File: src/rtl/ammo_controller.sv
// Magazine/fire-rate controller: turns fire-button edges into one-cycle shot pulses,
// enforces a frame-based cooldown between shots and a frame-based reload when empty.
module ammo_controller #(
   parameter int unsigned MAX_AMMO        = 5,
   parameter int unsigned COOLDOWN_FRAMES = 8,
   parameter int unsigned RELOAD_FRAMES   = 60
) (
   input  logic       clk,
   input  logic       rst,
   input  logic       frame_tick,
   input  logic       fire_req,
   input  logic       reload_req,
   output logic [2:0] count,
   output logic       shot,
   output logic       reloading,
   output logic       empty,
   output logic [1:0] state
);

   typedef enum logic [1:0] {
      StReady    = 2'd0,
      StCooldown = 2'd1,
      StReload   = 2'd2
   } state_e;

   localparam logic [2:0] MaxCount   = 3'(MAX_AMMO);
   localparam logic [7:0] CoolLoad   = 8'(COOLDOWN_FRAMES);
   localparam logic [7:0] ReloadLoad = 8'(RELOAD_FRAMES);

   state_e     state_q, state_d;
   logic [7:0] timer_q, timer_d;
   logic [2:0] count_q, count_d;
   logic       shot_q, shot_d;
   logic       fire_prev_q;
   logic       fire_edge;

   assign fire_edge = fire_req & ~fire_prev_q;

   always_comb begin
      state_d = state_q;
      timer_d = timer_q;
      count_d = count_q;
      shot_d  = 1'b0;
      unique case (state_q)
         StReady: begin
            // A fire edge takes precedence; a coincident reload_req is dropped.
            if (fire_edge) begin
               if (count_q != 3'd0) begin
                  shot_d  = 1'b1;
                  count_d = count_q - 3'd1;
                  timer_d = CoolLoad;
                  state_d = StCooldown;
               end else begin
                  timer_d = ReloadLoad;
                  state_d = StReload;
               end
            end else if (reload_req && (count_q < MaxCount)) begin
               timer_d = ReloadLoad;
               state_d = StReload;
            end
         end
         StCooldown: begin
            if (frame_tick) begin
               if (timer_q <= 8'd1) begin
                  timer_d = 8'd0;
                  if (count_q == 3'd0) begin
                     timer_d = ReloadLoad;
                     state_d = StReload;
                  end else begin
                     state_d = StReady;
                  end
               end else begin
                  timer_d = timer_q - 8'd1;
               end
            end
         end
         StReload: begin
            if (frame_tick) begin
               if (timer_q <= 8'd1) begin
                  timer_d = 8'd0;
                  count_d = MaxCount;
                  state_d = StReady;
               end else begin
                  timer_d = timer_q - 8'd1;
               end
            end
         end
         default: begin
            timer_d = 8'd0;
            state_d = StReady;
         end
      endcase
   end

   always_ff @(posedge clk) begin
      if (rst) begin
         state_q     <= StReady;
         timer_q     <= 8'd0;
         count_q     <= MaxCount;
         shot_q      <= 1'b0;
         // Held high so a button pressed across reset needs a fresh press.
         fire_prev_q <= 1'b1;
      end else begin
         state_q     <= state_d;
         timer_q     <= timer_d;
         count_q     <= count_d;
         shot_q      <= shot_d;
         fire_prev_q <= fire_req;
      end
   end

   assign count     = count_q;
   assign shot      = shot_q;
   assign reloading = (state_q == StReload);
   assign empty     = (count_q == 3'd0);
   assign state     = state_q;

endmodule
File: config.mk
export PLATFORM = sky130hd
export DESIGN_NAME = ammo_controller
export DESIGN_NICKNAME = d
export VERILOG_FILES = /design/src/rtl/ammo_controller.sv
export SDC_FILE = /design/constraint.sdc
export NUM_CORES = 1
export LEC_CHECK = 0
export BUFFER_PORTS_ARGS = -buffer_cell sky130_fd_sc_hd__buf_2
export CAP_MARGIN = 20
export CORE_MARGIN = 2
export CORE_UTILIZATION = 59
export CTS_CLUSTER_SIZE = 40
export DETAILED_ROUTE_END_ITERATION = 12
export PLACE_DENSITY = 0.79
export SYNTH_ARGS = -nofsm -noshare
export SYNTH_HDL_FRONTEND = slang
export SYNTH_SLANG_ARGS = --single-unit
File: constraint.sdc
create_clock -name clk -period 4.55 [get_ports clk]
set_input_delay 0.2275 -clock clk [delete_from_list [all_inputs] [get_ports clk]]
set_output_delay 0.2275 -clock clk [all_outputs]
set_load 0.005 [all_outputs]
# After elaboration in Yosys (flattened, before gate mapping)
# Index checks and enable logic that the tools add are counted.
[op_classes]
addsub = 2
magnitude_cmp = 2
n_eq_ne = 9
n_mux = 24
n_bitwise = 4
reduce_logical = 9
[ops]
columns = ["operator", "n"]
rows = [
  ["8-bit two-way mux", 6],
  ["8-bit case mux with 3 select lines", 1],
  ["2-bit two-way mux", 8],
  ["3-bit two-way mux", 4],
  ["6-bit two-way mux", 2],
  ["2-bit inequality test (second input constant)", 5],
  ["5-bit AND reduction", 2],
  ["8-bit by 1-bit less-or-equal comparator with 1-bit output (second input constant)", 1],
  ["8-bit by 1-bit subtractor with 8-bit output (second input constant)", 1],
  ["2-bit case mux with 3 select lines", 1],
  ["3-bit case mux with 2 select lines", 1],
  ["3-bit zero test", 1],
  ["3-bit less-than comparator (second input constant)", 1],
  ["3-bit inequality test (second input constant)", 1],
  ["1-bit NOT", 3],
  ["3-bit AND reduction", 1],
  ["3-bit nonzero test", 1],
  ["3-bit OR reduction", 1],
  ["3-bit by 1-bit subtractor with 3-bit output (second input constant)", 1],
  ["2-bit by 1-bit equality test with 1-bit output (second input constant)", 1],
  ["2-bit equality test (second input constant)", 1],
  ["2-bit zero test", 1],
  ["2-bit by 1-bit inequality test with 1-bit output (second input constant)", 1],
  ["2-bit nonzero test", 1],
  ["3 further kinds", 3],
]
[word_totals]
reg_bits = 15
inputBits = 5
output_inout_bits = 8
wordCells = 55

# Longest topological paths before layout
# Gate-level depths: netlist of the first run.
[logic_depth]
depth_word = 5
mapped_depth = 7
ltp_nobuf = 7

# Worst setup path before layout of the first run
# Ideal clock, no wire load.
[synth_timing]
path_type = "register to register"
from = "register timer_q[0]"
to = "register timer_q[1]"
setup_ps = 86
t_arrival_ps = 1650
t_required_ps = 4464
setup_slack_ps = 2814
stages_incl_launch_ff = 8
n_path_buf = 0
synth_period_minus_slack_ps = 1736
path_cell_list = "dfxtp_1 > inv_1 > ha_1 > or2_1 > and3_4 > a21oi_1 > o21bai_2 > a211oi_1"
[synth_via]
elab_chain_cells = 4
word_cells_on_any_way = 7
classes_between = "add/sub (1); order compare (1); mux (5)"
[synth_rtl]
columns = ["element", "line", "text"]
rows = [
  ["start: declaration", "31", "logic [7:0] timer_q, timer_d;"],
  ["start signal: assignment", "105", "timer_q <= timer_d;"],
  ["8-bit by 1-bit subtractor with 8-bit output or 8-bit by 1-bit less-or-equal comparator with 1-bit output (tied branches)", "-", ""],
  ["8-bit two-way mux, on equally long branches", "79, 64", ""],
  ["8-bit two-way mux, on equally long branches", "78, 63", ""],
  ["8-bit case mux with 3 select lines (*)", "44", "unique case (state_q)"],
]
# Mark *: on every way between the ends. The rest lies on a longest branch, timed or not. The select of a mux whose other input is x is not followed.
# A chain may end at the register's enable or synchronous reset.

# Worst setup path in the final report of the first run
# Same ends and word-level chain as after synthesis.

==> impl_metrics.tcl, run 1 <==
set metrics [dict create \
    ys_warn_count 0 \
    vdd_drop_max_uv 219 \
    hold_class "input pin to flip-flop" \
    die_w_um 44.1 \
    cts_tree "yes" \
    drt_wl_total_um 1900 \
    die_area_um2 1940 \
    p_switching_uw 146 \
    mostFrequentLayoutCell "nor2_1" \
    core.rowCount 14 \
    syn-cell-area_um2 948 \
    critPathBufInv 1 \
    period_minus_slack_ns 1.96 \
    cp.required_ns 4.77 \
    die_h_um 44.1 \
    hold_viol 0 \
    synth.top_cell.area_share_pct 31.7 \
    ys.flop_type "dfxtp_1" \
    h-tree-depth 1 \
    wl_per_cell_um 13.7 \
    clk_pin_slew_ns 0.10 \
    crit_fanout 5 \
    syn-mean-instance-area_um2 8.70 \
    end_kind "flip-flop" \
    power.share.clock_pct 20.3 \
    antenna_left 0 \
    area_delta_synth_final_pct 8.71 \
    power_density_nw_per_um2 383 \
    clkLatencyLatePin_ns 0.30 \
    worstSetupPathType "flip-flop to flip-flop" \
    swShare_pct 36.9 \
    finalCritPeriodShare_pct 43.0 \
    r2r_setup_slack_ns 2.59 \
    drcViolationCount 0 \
    synth_cell_type_count 46 \
    start_util_pct 63.0 \
    clock-sinks 15 \
    cts_buffers 3 \
    synth.ff_latch_count 15 \
    layout-drive-gt1-share_pct 23.0 \
    worstMarginPinSlew_ns 0.594 \
    first_pass_iters 4 \
    synth-edff-count 0 \
    fill_cells 131 \
    grt_antenna_before_repair 0 \
    grt_pass1_vias 777 \
    regArea_um2 300 \
    synth_area_leaders "dfxtp_1, nor2_1, ha_1, nor3_1, a2111oi_4" \
    cts_buffer_depth 2 \
    grt_max_degree 14 \
    slew_viol_final 0 \
    comb_power_share_pct 38.0 \
    status "complete, no violations" \
    yosys.area.top_type "dfxtp_1" \
    cts_resized 0 \
    fin_skew_ns 0.0102 \
    synthesis.nets 118 \
    p_seq_share_pct 41.7 \
    core_area_um2 1510 \
    dpl.hpwl_um 1410 \
    crit_path_max_incr_delay_ns 0.40 \
    slew_headroom_pct 60.4 \
    p_int_uw 249 \
    gp_congestion 0.899 \
    cp.arrival_ns 2.18 \
    port_buffers 12 \
    timing.max_cap.violations 0 \
    ios 13 \
    yosysSeqAreaShare_pct 31.7 \
    synthCells 109 \
    num_antenna_cells 0 \
    cp_top_family "compound AO/OA/AOI/OAI gates" \
    multiInputGateArea_um2 597 \
    grt_overflow 0 \
    via_per_inst 6.03 \
    cts_setup_buffers 0 \
    setup_tns_ns 0 \
    crit_chain "inv_1 -> ha_1 -> or2_1 -> and3_4 -> a21oi_1 -> o21bai_2 -> a211oi_1" \
    power_leakage_uw 0.000448 \
    fmax_ghz 0.511 \
    grt_pass1_wl_um 3330 \
    placed_cell_area_um2 1000 \
    cts_hold_buf 0 \
    track_usage_pct 22.9 \
    clockRootBuffer "clkbuf_4" \
    critPathLaunchType "flip-flop" \
    via_count 832 \
    final_area_um2 1030 \
    setup_viol 0 \
    final_cell_mix "nor2_1, dfxtp_1, buf_2" \
    synth_async_sr_flop_share_pct 0 \
    drt_iter0_markers 39 \
    nets 132 \
    grt_setup_unrepaired "no" \
    cp_slowest_cell "dfxtp_1" \
]
state kept, by name, summed over array words and instances (netlist names):
name	flops
timer_q	8
count	3
state	2
fire_prev_q	1
shot	1
cell usage after synthesis (2+ instances only):
cell and number:
nor2_1 17, a211oi_1 2, ha_1 4, or3_1 2, nor3_1 6, a31oi_1 2, a21oi_1 5, a21boi_0 2
nand2_1 4, a22o_1 3, o21bai_1 2, or2_2 2, inv_1 7, dfxtp_1 15, nor3_2 2, xnor2_1 3
o31ai_1 2
power by group through the flow:
stage                     sequential [µW]  clock [µW]  combinational (µW)
after floorplan                       162           0                 126
after global placement                167           0                 145
after detailed placement              168           0                 148
after CTS                             164        81.1                 149
after global routing                  167        86.9                 171
final                                 165        80.2                 150
path summary, 6_finish.rpt:
kind | cells past startpoint | startpoint | to
worst min-delay path | 2 | fire_req | fire_prev_q$_SDFF_PP1_
worst max register to register | 7 | timer_q[0]$_SDFFE_PP0P_ | timer_q[1]$_SDFFE_PP0P_
worst min register to register | 2 | timer_q[1]$_SDFFE_PP0P_ | timer_q[1]$_SDFFE_PP0P_
worst max-delay path | 7 | timer_q[0]$_SDFFE_PP0P_ | timer_q[1]$_SDFFE_PP0P_
layer usage:
| layer | vias up | wire [µm] | track usage, % |
|---|---|---|---|
| li1 | 418 | - | - |
| met1 | 374 | 889 | 30.9 |
| met2 | 33 | 833 | 36.5 |
| met3 | 7 | 117 | 2.45 |
| met4 | 0 | 55 | 10.9 |
| met5 | - | 0 | 0 |
through the flow:
step	worst slack (ns)	util, %	hold WS (ns)	power [µW]	instances
2_1_floorplan	2.81	-	0.334	287	109
3_3_place_gp	2.71	66.6	0.425	313	134
3_5_place_dp	2.62	66.6	0.434	316	134
4_1_cts	2.60	68.4	0.133	395	138
5_1_grt	2.42	68.4	0.141	425	138
6_report	2.59	68.4	0.135	395	138
kinds of logic after synthesis:
group	count (synthesis)	synth area share, %
buf+inv	10	5.41
simple gates	44	25.3
fa+ha+maj	5	6.33
compound gates	29	24.7
flops	15	31.7
mux	1	1.19
xor+xnor	5	5.41
cell type report:
| cell class | count | area share, % |
|---|---|---|
| Multi-Input combinational cell | 84 | 57.9 |
| Sequential cell | 15 | 29.1 |
| Timing Repair Buffer | 12 | 5.83 |
| Inverter | 7 | 2.55 |
| Clock buffer | 3 | 2.18 |
| Tap cell | 16 | 1.94 |
| Clock inverter | 1 | 0.485 |
Power figures use the tool's default switching activity.
==> run 2: changes to the inputs <==
ABC_AREA = 1   (was unset)
CORE_UTILIZATION = 56   (was 59)
PLACE_DENSITY = 0.75   (was 0.79)
clock period = 1.9 ns   (was 4.55 ns; I/O delays follow)
==> impl_metrics.tcl, run 2 <==
set metrics [dict create \
    cts_buffers 3 \
    synthesis.nets 152 \
    die_area_um2 2150 \
    power.share.clock_pct 9.1 \
    num_antenna_cells 0 \
    cts_tree "yes" \
    p_int_uw 991 \
    hold_viol 0 \
    grt_setup_unrepaired "no" \
    grt_max_degree 9 \
    grt_antenna_before_repair 0 \
    via_per_inst 5.02 \
    clock-sinks 15 \
    cts_hold_buf 1 \
    grt_pass1_vias 809 \
    p_switching_uw 1040 \
    ys_warn_count 0 \
    gp_congestion 0.864 \
    yosys.area.top_type "dfxtp_1" \
    worstRegToRegCells 11 \
    die_w_um 46.4 \
    drcViolationCount 0 \
    synth_area_leaders "dfxtp_1, nand2_1, nor2_4, inv_1, nand3_1" \
    timing.max_cap.violations 0 \
    setup_viol 0 \
    grt_overflow 0 \
    wl_per_cell_um 10.9 \
    synthCells 143 \
    cts_setup_buffers 0 \
    drt_wl_total_um 2010 \
    synth_most_common_cell "nand2_1" \
    fin_skew_ns 0.00206 \
    largest_reg_flops 8 \
    critPathLaunchType "flip-flop" \
    synth.top_cells.by_count "nand2_1, inv_1, dfxtp_1" \
    core_area_um2 1710 \
    nets 170 \
    syn-cell-area_um2 1010 \
    post-place-ws_ns 0.347 \
    dpl.hpwl_um 1640 \
    end_kind "flip-flop" \
    synth-edff-count 0 \
    slew_viol_final 0 \
    finalCritPeriodShare_pct 82.6 \
    cp.required_ns 2.08 \
    power_leakage_uw 0.000548 \
    comb_power_share_pct 64.4 \
    top_register "timer_q" \
    crit_fanout 5 \
    power_density_nw_per_um2 1790 \
    cp.arrival_ns 1.75 \
    area_delta_synth_final_pct 12.7 \
    yosysSeqAreaShare_pct 29.8 \
    clkLatencyLatePin_ns 0.29 \
    status "complete, no violations" \
    fmax_ghz 0.637 \
    die_h_um 46.4 \
    track_usage_pct 23.5 \
    syn-mean-instance-area_um2 7.04 \
    h-tree-depth 1 \
    clk_pin_slew_ns 0.09 \
    ios 13 \
    start_util_pct 59.0 \
    port_buffers 12 \
    vdd_drop_max_uv 891 \
    worstSetupPathType "flip-flop to flip-flop" \
    ys.flop_type "dfxtp_1" \
    core.rowCount 15 \
    swShare_pct 51.2 \
    cts_buffer_depth 2 \
    via_count 928 \
    worstMarginPinSlew_ns 0.325 \
    layout-drive-gt1-share_pct 25.6 \
    drt_iter0_markers 25 \
    whs_path_depth 2 \
    first_pass_iters 4 \
    setup_tns_ns 0 \
    p_seq_share_pct 26.5 \
    cts_resized 0 \
    slew_headroom_pct 78.3 \
    synth.top_cell.area_share_pct 29.8 \
    synth_async_sr_flop_share_pct 0 \
    final_cell_mix "nand2_1, inv_1, dfxtp_1" \
    synth_cell_type_count 25 \
    hold_class "input pin to flip-flop" \
    period_minus_slack_ns 1.57 \
    antenna_left 0 \
    mostFrequentLayoutCell "nand2_1" \
    grt_pass1_wl_um 3520 \
    fin_ws_ns 0.330 \
    clockRootBuffer "clkbuf_4" \
    synth.ff_latch_count 15 \
]
## run 2: changes by cell type in the layout (fill, tap and decap cells not counted), sizes merged, moves of 4 or more
| cell | previous run | this run |
|---|---|---|
| inv | 7 | 25 |
| o21ai | 2 | 9 |
| nand2 | 4 | 40 |
| a21oi | 5 | 9 |
| nor3 | 8 | 1 |
| nand3 | 1 | 14 |
## run 2: area by class of cell
| class | instances | area (µm²) |
|---|---|---|
| Timing Repair Buffer | 13 | 70.1 |
| Fill cell | 163 | 573 |
| Sequential cell | 15 | 300 |
| Multi-Input combinational cell | 103 | 611 |
| Clock buffer | 4 | 26.3 |
| Inverter | 25 | 96.3 |
| Tap cell | 25 | 31.3 |
## run 2: path summary, 6_finish.rpt
kind	startpoint	endpoint	slack (ns)
worst max register to register	timer_q[0]$_SDFFE_PP0P_	count[1]$_SDFFE_PP0P_	0.33
worst max-delay path	timer_q[0]$_SDFFE_PP0P_	count[1]$_SDFFE_PP0P_	0.33
worst min-delay path	rst	timer_q[3]$_SDFFE_PP0P_	0.05
worst min register to register	count[0]$_SDFFE_PP1P_	count[0]$_SDFFE_PP1P_	0.50
## run 2: cell families after synthesis
| family | share of synthesized area (%) |
|---|---|
| AND/OR/NAND/NOR | 43.1 |
| buffers and inverters | 9.56 |
| AO/OA/AOI/OAI | 10.8 |
| flip-flops | 29.8 |
| XOR/XNOR | 1.74 |
| adder cells (fa/ha/maj) | 4.97 |
## run 2: critical path, cell delays in order, from the launching register on
cell and delay (ns):
dfxtp_1 0.34, inv_1 0.10, ha_1 0.25, inv_1 0.06
nand2_1 0.09, nand2_2 0.07, nor2_4 0.14, nand2_2 0.08
a21oi_4 0.16, inv_2 0.05, nand3_1 0.06, o21ai_1 0.06
## run 2: metrics by stage
stage	hold WS, ns	instance area [µm²]	util, %	cells	total power [µW]
after global placement	0.277	1100	64.3	180	1830
final	0.0503	1130	66.4	185	2030
after floorplan	0.164	1010	-	143	1590
after global routing	0.0423	1130	66.4	185	2240
after CTS	0.0395	1130	66.4	185	2050
after detailed placement	0.283	1100	64.3	180	1850
## run 2: power by group through the flow
stage                     Clock (µW)  Combinational (µW)  Sequential [µW]
after global placement             0                1290              541
after CTS                        198                1310              535
after global routing             207                1480              549
after detailed placement           0                1310              542
after floorplan                    0                1070              523
final                            186                1310              538
## run 2: layer usage
metal	vias to the layer above	track usage [%]	routed length, µm
met5	-	0	0
met2	11	34.7	896
met4	0	10.3	43
li1	487	-	-
met1	425	33.4	1020
met3	5	3.53	58
==> run 3: changes to the inputs <==
ABC_AREA = 0   (was 1)
CORE_UTILIZATION = 55   (was 56)
PLACE_DENSITY = 0.74   (was 0.75)
clock period = 1.5 ns   (was 1.9 ns; I/O delays follow)
==> impl_metrics.tcl, run 3 (synthesized netlist as in run 1, its figures left out) <==
set metrics [dict create \
    status "finished with violations" \
    failed_checks "negative setup slack" \
    clock-sinks 15 \
    drt_wl_total_um 2970 \
    wl_per_cell_um 17.4 \
    fmax_ghz 0.618 \
    start_util_pct 56.8 \
    wl_met1_um 1170 \
    cp.required_ns 1.72 \
    period_minus_slack_ns 1.62 \
    setup.worst_path.start "timer_q[1]$_SDFFE_PP0P_" \
    dpl.hpwl_um 1910 \
    ios 13 \
    dr.max_layer_used "met4" \
    total_power_uw 1570 \
    grt_max_degree 14 \
    setup_tns_ns -0.702 \
    power_leakage_uw 0.000627 \
    slew_viol_final 0 \
    critPathLaunchType "flip-flop" \
    clockRootBuffer "clkbuf_4" \
    grt_overflow 0 \
    drt_iter0_markers 17 \
    port_buffers 12 \
    grt_antenna_before_repair 0 \
    nets 163 \
    cts_buffer_depth 2 \
    grt_pass1_wl_um 4440 \
    die_w_um 45.5 \
    track_usage_pct 30.3 \
    clk_pin_slew_ns 0.09 \
    core.rowCount 15 \
    antenna_left 0 \
    area_delta_synth_final_pct 53.6 \
    setup_viol 10 \
    mostFrequentLayoutCell "buf_4" \
    crit_fanout 5 \
    cp.arrival_ns 1.84 \
    largest_reg_flops 8 \
    final_cell_mix "buf_4, nor2_1, buf_2" \
    hold_class "input pin to flip-flop" \
    die_area_um2 2070 \
    wl_met2_um 1540 \
    cts_buffers 3 \
    wl_met3_um 145 \
    h-tree-depth 1 \
    via_per_inst 6.00 \
    hold_viol 0 \
    die_h_um 45.5 \
    slew_headroom_pct 71.1 \
    fin_ws_ns -0.119 \
    timing.max_cap.violations 0 \
    gp_congestion 0.895 \
    grt_setup_unrepaired "yes" \
    fin_skew_ns 0.00377 \
    post-place-ws_ns -0.108 \
    num_antenna_cells 0 \
    via_count 1020 \
    worstMarginPinSlew_ns 0.434 \
    r2r-start "timer_q[1]$_SDFFE_PP0P_" \
    min_from "rst" \
    drcViolationCount 0 \
    clkLatencyLatePin_ns 0.30 \
    layout-drive-gt1-share_pct 60.8 \
    core_area_um2 1670 \
    worstSetupPathType "flip-flop to flip-flop" \
    power_density_nw_per_um2 1080 \
    top_register "timer_q" \
    finalCritPeriodShare_pct 108 \
    cts_tree "yes" \
    end_kind "flip-flop" \
    vdd_drop_max_uv 842 \
    first_pass_iters 4 \
    grt_pass1_vias 1027 \
]
[run 3: changes by cell type in the layout (fill, tap and decap cells not counted), moves of 6 or more]
cell	change
nand3_1	-13
nor2_4	-6
dfxtp_2	+6
inv_1	-17
dfxtp_1	-9
buf_4	+27
a21oi_1	-6
nand2_1	-30
[run 3: stage by stage]
step | instance area (µm²) | hold WS [ns] | utilization (%) | instances
after CTS | 1380 | 0.00283 | 82.5 | 168
final | 1460 | 0.107 | 87.2 | 170
after detailed placement | 1240 | 0.301 | 74.5 | 163
after global routing | 1460 | 0.114 | 87.2 | 170
after global placement | 1240 | 0.285 | 74.5 | 163
after floorplan | 977 | 0.182 | - | 109
[run 3: worst max-delay path: stages, from the launching register on]
cell,delay (ns)
dfxtp_4,0.39
inv_4,0.05
ha_4,0.14
or2_4,0.25
and3_4,0.20
a21oi_4,0.17
buf_6,0.13
o21bai_4,0.07
a211oi_2,0.14
[run 3: cell type report]
class	count	area, µm²
Clock buffer	4	26.3
Sequential cell	15	319
Inverter	7	28.8
Timing Repair Buffer	43	307
Multi-Input combinational cell	84	754
Fill cell	80	214
Tap cell	17	21.3
[run 3: what timing repair did]
action | CTS | global route
resized for setup | 26 | 17
hold buffers | 0 | 1
pin swaps | 18 | 15
buffers inserted | 1 | 1
endpoints found under the hold margin | 0 | 1
endpoints found under the setup margin | 13 | 14
[run 3: final timing paths]
path / to / slack (ns) / cells after the start
setup / recovery: timer_q[1]$_SDFFE_PP0P_ / -0.12 / 8
hold / removal: state[0]$_SDFFE_PP0P_ / 0.11 / 2
setup reg to reg: timer_q[1]$_SDFFE_PP0P_ / -0.12 / 8
hold reg to reg: state[0]$_SDFFE_PP0P_ / 0.55 / 2
[run 3: routing by layer]
metal | GRT usage [%] | vias up
li1 | - | 484
met1 | 31.7 | 489
met2 | 54.6 | 36
met3 | 6.35 | 11
met4 | 17.6 | 0
met5 | 0 | -
[run 3: power by group]
group / total (µW) / switching [µW] / internal [µW]
Combinational: 810 / 379 / 431
Clock: 245 / 142 / 104
Sequential: 515 / 65.5 / 449
